===== src/rtl/core_pkg.sv =====
// Shared types for the memory-port arbiter: FSM states and transaction owner.
package core_pkg;

    typedef enum logic [1:0] {
        IDLE    = 2'd0,
        WAIT_IF = 2'd1,
        WAIT_D  = 2'd2
    } arb_state_e;

    typedef enum logic {
        OWN_IF = 1'b0,
        OWN_D  = 1'b1
    } owner_e;

endpackage


===== src/rtl/mem_port_arbiter.sv =====
// Shares one memory port between instruction fetch and data access, one
// outstanding transaction at a time, with bounded fetch starvation and fetch kill.
//
// state   | meaning
// --------+------------------------------------------------------------
// IDLE    | choose a winner, drive mem_req until mem_gnt
// WAIT_IF | fetch accepted, waiting for mem_rvalid (may be killed)
// WAIT_D  | load/store accepted, waiting for mem_rvalid
module mem_port_arbiter
    import core_pkg::*;
#(
    parameter int ADDR_W     = 32,
    parameter int DATA_W     = 32,
    parameter int STARVE_MAX = 4
) (
    input  logic                clk,
    input  logic                rst,
    input  logic                if_req,
    input  logic [ADDR_W-1:0]   if_addr,
    input  logic                if_kill,
    output logic                if_ack,
    output logic [DATA_W-1:0]   if_rdata,
    output logic                if_stall,
    input  logic                d_req,
    input  logic                d_we,
    input  logic [ADDR_W-1:0]   d_addr,
    input  logic [DATA_W-1:0]   d_wdata,
    input  logic [DATA_W/8-1:0] d_wstrb,
    output logic                d_ack,
    output logic [DATA_W-1:0]   d_rdata,
    output logic                d_stall,
    output logic                mem_req,
    output logic                mem_we,
    output logic [ADDR_W-1:0]   mem_addr,
    output logic [DATA_W-1:0]   mem_wdata,
    output logic [DATA_W/8-1:0] mem_wstrb,
    input  logic                mem_gnt,
    input  logic                mem_rvalid,
    input  logic [DATA_W-1:0]   mem_rdata
);

    localparam int CNT_W = $clog2(STARVE_MAX + 1);
    localparam logic [CNT_W-1:0] CNT_MAX = CNT_W'(STARVE_MAX);

    arb_state_e       state_q;
    arb_state_e       state_d;
    logic [CNT_W-1:0] starve_cnt;
    logic             kill_q;
    owner_e           winner;
    logic             fetch_ok;
    logic             issue;
    logic             grant;
    logic             rsp;

    // A killed fetch never competes; a starved fetch beats a pending data access.
    always_comb begin
        fetch_ok = if_req & ~if_kill;
        if (fetch_ok && (!d_req || starve_cnt == CNT_MAX)) begin
            winner = OWN_IF;
        end else begin
            winner = OWN_D;
        end
    end

    assign issue = (state_q == IDLE) && !rst && (fetch_ok || d_req);
    assign grant = issue && mem_gnt;
    assign rsp   = (state_q != IDLE) && !rst && mem_rvalid;

    always_comb begin
        mem_req   = issue;
        mem_we    = 1'b0;
        mem_addr  = '0;
        mem_wdata = '0;
        mem_wstrb = '0;
        if (issue) begin
            if (winner == OWN_IF) begin
                mem_addr = if_addr;
            end else begin
                mem_we    = d_we;
                mem_addr  = d_addr;
                mem_wdata = d_wdata;
                mem_wstrb = d_wstrb;
            end
        end
    end

    // A kill arriving alongside the response squashes it as well.
    assign if_ack   = rsp && (state_q == WAIT_IF) && !kill_q && !if_kill;
    assign d_ack    = rsp && (state_q == WAIT_D);
    assign if_rdata = if_ack ? mem_rdata : '0;
    assign d_rdata  = d_ack ? mem_rdata : '0;
    assign if_stall = if_req & ~if_ack;
    assign d_stall  = d_req & ~d_ack;

    always_comb begin
        state_d = state_q;
        case (state_q)
            IDLE: begin
                if (grant) begin
                    state_d = (winner == OWN_IF) ? WAIT_IF : WAIT_D;
                end
            end
            WAIT_IF, WAIT_D: begin
                if (mem_rvalid) begin
                    state_d = IDLE;
                end
            end
            default: state_d = IDLE;
        endcase
    end

    always_ff @(posedge clk) begin
        if (rst) begin
            state_q    <= IDLE;
            starve_cnt <= '0;
            kill_q     <= 1'b0;
        end else begin
            state_q <= state_d;

            if (!if_req || (grant && winner == OWN_IF)) begin
                starve_cnt <= '0;
            end else if (grant && starve_cnt != CNT_MAX) begin
                starve_cnt <= starve_cnt + 1'b1;
            end

            if (state_d == IDLE) begin
                kill_q <= 1'b0;
            end else if (if_kill && (state_q == WAIT_IF || (grant && winner == OWN_IF))) begin
                kill_q <= 1'b1;
            end
        end
    end

endmodule


===== config.mk =====
export PLATFORM = sky130hd
export DESIGN_NAME = mem_port_arbiter
export DESIGN_NICKNAME = d
export VERILOG_FILES = /design/src/rtl/core_pkg.sv /design/src/rtl/mem_port_arbiter.sv
export SDC_FILE = /design/constraint.sdc
export NUM_CORES = 1
export LEC_CHECK = 0
export CAP_MARGIN = 20
export CORE_AREA = 3 3 106 108
export DETAILED_ROUTE_END_ITERATION = 8
export DIE_AREA = 0 0 109 111
export PLACE_DENSITY = 0.7
export SETUP_SLACK_MARGIN = 0.5
export SLEW_MARGIN = 5
export SYNTH_ARGS = -nofsm -noshare
export SYNTH_HDL_FRONTEND = slang
export SYNTH_SLANG_ARGS = --single-unit
export TNS_END_PERCENT = 100

===== constraint.sdc =====
create_clock -name clk -period 2 [get_ports clk]
set_clock_uncertainty 0.2 [all_clocks]
set_input_delay 0.2 -clock clk [delete_from_list [all_inputs] [get_ports clk]]
set_output_delay 0.2 -clock clk [all_outputs]
set_load 0.02 [all_outputs]

# Yosys cells after proc, flatten, opt, wreduce, memory -nomap -nowiden
# Index checks and enable logic that the tools add are counted.
[classes] addsub=1 n_eq_ne=4 n_mux=14 bitwise_logic=6 n_reduce_logical=28
[op_table] op="two-way mux 32 bit" n=6
[op_table] op="logical AND 1 bit" n=13
[op_table] op="two-way mux 4 bit" n=2
[op_table] op="two-way mux 2 bit" n=3
[op_table] op="OR reduction 2 bit" n=3
[op_table] op="logical NOT 1 bit" n=5
[op_table] op="logical NOT 2 bit" n=2
[op_table] op="logical OR 1 bit" n=4
[op_table] op="one-hot mux 2 bit (2 select lines)" n=1
[op_table] op="adder 3 x 1 -> 3 bit (second input constant)" n=1
[op_table] op="AND 1 bit" n=3
[op_table] op="equality test 3 bit (second input constant)" n=1
[op_table] op="!= test 3 bit (second input constant)" n=1
[op_table] op="inverter 1 bit" n=3
[op_table] op="equality test 2 x 1 -> 1 bit (second input constant)" n=1
[op_table] op="equality test 2 bit (second input constant)" n=1
[op_table] op="two-way mux 1 bit" n=2
[op_table] op="nonzero test 2 bit" n=1
[totals] reg_bits=6 out_inout_bits=138 wordCells=56

# Longest topological paths before layout
[logic_depth] word_depth=9 depth_mapped=8 mapped_depth_nobuf=7

# Least setup slack after synthesis
# OpenSTA, ideal clock, no wires.
[synth_timing] path_kind="register -> output" from="reg starve_cnt[0]" to="out mem_addr[10]" arrival_time_ns=1.501 slack_ns=0.099 path_stages_with_launch=9 n_path_buf=2 cell_sequence="dfxtp_1 -> inv_1 -> ha_1 -> nand2_1 -> a21o_1 -> buf_4 -> buf_6 -> nand2_1 -> a21oi_1"
[synth_between] elab_chain_len=5
[synth_lines] item="start, declared" line="mem_port_arbiter.sv:47" text="logic [CNT_W-1:0] starve_cnt;"
[synth_lines] item="start signal, assigned" line="mem_port_arbiter.sv:123" text="starve_cnt <= starve_cnt + 1'b1;"
[synth_lines] item="equality test 3 bit" line="mem_port_arbiter.sv:58" text="if (fetch_ok && (!d_req || starve_cnt == CNT_MAX)) begin"
[synth_lines] item="logical OR 1 bit" line="mem_port_arbiter.sv:58"
[synth_lines] item="logical AND 1 bit" line="mem_port_arbiter.sv:58"
[synth_lines] item="two-way mux 32 bit" line="mem_port_arbiter.sv:76" text="if (winner == OWN_IF) begin"
[synth_lines] item="two-way mux 32 bit" line="mem_port_arbiter.sv:75" text="if (issue) begin"
[synth_lines] item="end, declared" line="mem_port_arbiter.sv:34" text="output logic [ADDR_W-1:0] mem_addr,"
# Every way passes these cells.

# Worst setup path in the final report
[layout_timing] from="reg state_q[1]" to="out mem_wdata[18]"
[layout_between] elab_chain_len=4
[layout_lines] item="start, declared" line="mem_port_arbiter.sv:45" text="arb_state_e state_q;"
[layout_lines] item="start signal, assigned" line="mem_port_arbiter.sv:118" text="state_q <= state_d;"
[layout_lines] item="logical NOT 2 bit" line="mem_port_arbiter.sv:65" text="assign issue = (state_q == IDLE) && !rst && (fetch_ok || d_req);"
[layout_lines] item="logical AND 1 bit (2 in series)" line="mem_port_arbiter.sv:65"
[layout_lines] item="two-way mux 32 bit" line="mem_port_arbiter.sv:75"
[layout_lines] item="end, declared" line="mem_port_arbiter.sv:35" text="output logic [DATA_W-1:0] mem_wdata,"
# Every way passes these cells.

==> Flow_metrics.wiki <==
{| class="wikitable"
! Metric !! Value
|-
| Net count after synthesis || 424
|-
| Drt initial violations || between 100 and 150
|-
| Seq. cell area || 125 µm²
|-
| Total design power || roughly 1.5 mW
|-
| Worst setup slack before clock tree synthesis || -647 ps
|-
| Setup Viol. Count Final || 104
|-
| Period utilization || 104%
|-
| FFs w/ async S/R, synth || 0%
|-
| Post-DP HPWL || between 9 and 10 mm
|-
| Result of the run || complete, but fails checks
|-
| Routed Wire Length || about 13 mm
|-
| R2R depth || 8
|-
| Most common library cell in the layout ignoring fill and taps || sky130_fd_sc_hd__buf_6
|-
| Sum of overflow across all layers after global routing || 0
|-
| All-layer global routing usage || 18.1%
|-
| Arrival @ worst endpoint || around 1700 ps
|-
| Critical Path RT || ~1600 ps
|-
| Startpoint of the worst register-to-register path || state_q[1]
|-
| Placed instance area || between 5000 and 6000 µm²
|-
| Origin of the worst min-delay path || kill_q
|-
| Number of cells traversed by the worst hold path || 2
|-
| Area of the multi-input gates || 2470 µm²
|-
| Achievable frequency || between 400 and 500 MHz
|-
| Area added between synthesis and finish || 311%
|-
| Share of the yosys chip area belonging to registers || under 10%
|-
| Detailed-routing iteration count for the pre-antenna-repair pass || 4
|-
| Diode insertion count for antenna repair || 0
|-
| Hold buffer count at cts || 0
|-
| Mapped Cells || roughly 280
|-
| Largest fanout on the critical path || 8
|-
| Clock insertion delay at the later pin of the skew report || about 220 ps
|-
| Most frequently used flop master after synthesis || sky130_fd_sc_hd__dfxtp_1
|-
| Critical path start-end classification || reg2out
|-
| Fillers || approximately 800
|-
| Destination of the worst hold path || kill_q
|-
| Critical path endpoint category || primary output
|-
| Number of flip-flops and latches in the synthesized netlist || 6
|-
| Transition time at the pin with the least slew margin || about 380 ps
|-
| Worst VDD drop || about 160 µV
|-
| Horizontal die dimension || approximately 110 µm
|-
| Clock-pin slew on the worst setup and hold paths || roughly 40 ps
|-
| Number of rows created at floorplan || 37
|-
| Detail-routed net length per standard cell || between 15 and 20 µm
|-
| Hold Worst Slack || between 300 and 400 ps
|-
| Vert. Die Dim || roughly 110 µm
|-
| Final layout net count || 754
|-
| Leading post-synthesis cells by cell area || sky130_fd_sc_hd__and2_1, sky130_fd_sc_hd__nand2_1, sky130_fd_sc_hd__and3_1
|-
| Placer's final routability congestion estimate || ~0.84
|-
| Via Count || between 3000 and 4000
|-
| Maximum count of clock buffers along a single path || 2
|-
| Post-route cell area || just under 7000 µm²
|-
| Antenna violations before repair || 0
|-
| Max-cap violations || 0
|-
| Number of hold violations in the final report || 0
|-
| Cell variety after synth || 30
|-
| Number of global-route vias before repair || around 3400
|-
| CTS tree || yes
|-
| Synthesized area || between 1500 and 2000 µm²
|-
| DRT antenna net count || 0
|-
| Yosys top cell by area || sky130_fd_sc_hd__and2_1
|-
| Core area || 10300 µm²
|-
| Count of input and output buffers || ~280
|-
| Worst slew margin || around three quarters
|-
| Number of clock sinks || 6
|-
| Number of synthesized flops with an enable pin || 0
|-
| Type of origin of the critical path || flip-flop
|-
| CP max-delay cell || sky130_fd_sc_hd__dfxtp_2
|-
| Unrepaired setup endpoints after global routing || true
|-
| Series of cell instances along the critical path || inv_2, ha_4, nor2b_4, o21ai_4, clkinv_4, clkbuf_16, and3_4, buf_6
|-
| Fin worst setup slack || -79.0 ps
|-
| Destination of the worst register-to-register timing path || state_q[1]
|-
| Die Area || 12100 µm²
|-
| Via density || around 4.5
|-
| DR DRC count || 0
|-
| Synth Area per Inst || slightly above 6 µm²
|-
| Share of final-layout standard cells stronger than drive strength 1 || a little under three quarters
|-
| Number of levels the H-tree was split into || 1
|-
| Clk Tree Root Cell || sky130_fd_sc_hd__clkbuf_8
|-
| Pin count of the biggest net entering global routing || 23
|-
| R2R Setup Slk || approximately 140 ps
|-
| Yosys warning total || 0
|-
| Number of slew-limit violations in the final report || 0
|-
| Ports placed on the boundary || around 280
|-
| Delay of the slowest cell on the worst path || about 330 ps
|-
| Wire length of the first global-routing pass || around 18 mm
|-
| Clock buffers created by TritonCTS || 3
|-
| Initial core utilization || 16.3%
|-
| Power density normalized to cell area || around 210 nW/µm²
|-
| Leakage dissipation || between 3 and 4 nW
|-
| Most frequent cells in the layout || sky130_fd_sc_hd__buf_6, sky130_fd_sc_hd__clkdlybuf4s50_1, sky130_fd_sc_hd__and2_4, sky130_fd_sc_hd__and3_4, sky130_fd_sc_hd__a21oi_4
|-
| Worst Hold Class || reg2reg
|-
| Count of buffer and inverter cells on the critical path || 4
|-
| Violated checks || setup timing
|-
| Top cell type's share of synthesized area || between 20 and 25%
|-
| Tmin final || roughly 2100 ps
|-
| Critical path's top delay family || buffers and inverters
|}
[where the power goes]
| group | internal [mW] | total [mW] | switching, mW |
|---|---|---|---|
| sequential | 0.123 | 0.125 | 0.00168 |
| combinational | 0.670 | 1.15 | 0.483 |
| clock | 0.129 | 0.184 | 0.0541 |
[metal layers]
layer  vias to the layer above  wire length, µm  share of wire [%]  track usage (%)
met5                         -                0                  0                0
met2                       178             7730                 58             37.0
li1                       1583                -                  -                -
met4                         0              126               0.94             3.28
met3                        10             1420                 11             6.06
met1                      1552             4070                 30             16.7
[cell usage after synthesis (2+ instances only)]
cell                       number
sky130_fd_sc_hd__a21oi_1       34
sky130_fd_sc_hd__a31oi_1        2
sky130_fd_sc_hd__a32o_1         2
sky130_fd_sc_hd__and2_1        66
sky130_fd_sc_hd__and3_1        39
sky130_fd_sc_hd__buf_2         11
sky130_fd_sc_hd__buf_6          6
sky130_fd_sc_hd__clkbuf_1       7
sky130_fd_sc_hd__dfxtp_1        6
sky130_fd_sc_hd__ha_1           6
sky130_fd_sc_hd__inv_1          6
sky130_fd_sc_hd__nand2_1       67
sky130_fd_sc_hd__nand2b_1       2
sky130_fd_sc_hd__nor2_1         4
sky130_fd_sc_hd__nor2b_1        3
sky130_fd_sc_hd__o211ai_1       2
sky130_fd_sc_hd__o22ai_1        2
[through the flow]
| step | util (%) | setup TNS (ps) | instances |
|---|---|---|---|
| floorplan | - | 0 | 278 |
| global placement | 54.1 | -69160 | 693 |
| detailed placement | 54.1 | -74820 | 693 |
| CTS | 59.3 | -4920 | 718 |
| global route | 66.9 | -11320 | 742 |
| finish | 66.9 | -4030 | 742 |
[registers in the layout, summed over array words and instances, names as in the netlist]
register and flops:
kill_q 1, starve_cnt 3, state_q 2
[worst reg2reg max path: stages (launching register included)]
cell                       delay, ps
sky130_fd_sc_hd__dfxtp_2         330
sky130_fd_sc_hd__inv_2            50
sky130_fd_sc_hd__ha_4            170
sky130_fd_sc_hd__nor2b_4         130
sky130_fd_sc_hd__o21ai_4         130
sky130_fd_sc_hd__clkinv_4        180
sky130_fd_sc_hd__buf_6           170
sky130_fd_sc_hd__and2_4          150
sky130_fd_sc_hd__a32o_1          240
[what timing repair did]
item / 4_1_cts / 5_1_grt
cloned: 10 / 11
pin swaps: 12 / 71
endpoints found under the setup margin: 144 / 144
buffers inserted: 12 / 13
gates resized for setup: 799 / 150
[kinds of logic after synthesis]
logic type | share of synthesized area (%)
flops | 7.16
buf+inv | 10.9
simple gates | 60.6
compound gates | 16.9
fa+ha+maj | 4.47
[layout make-up]
class | count | share of cell area [%]
clock buffer | 3 | 0.598
inverter | 7 | 0.453
multi-input combinational | 240 | 35.8
sequential | 6 | 1.81
tap | 136 | 2.47
timing repair buffer | 350 | 58.9
[how the worst max path moves through the flow]
| stage | start | depth (start not counted) | to |
|---|---|---|---|
| after detailed placement | if_kill | 7 | mem_addr[24] |
| after CTS | starve_cnt[0] | 9 | mem_addr[22] |
| final | state_q[1] | 8 | mem_wdata[18] |
| after floorplan | state_q[1] | 8 | mem_wdata[12] |
| after global routing | starve_cnt[1] | 9 | mem_addr[24] |
| after global placement | if_kill | 7 | mem_addr[4] |
(Power assumes the default switching activity.)
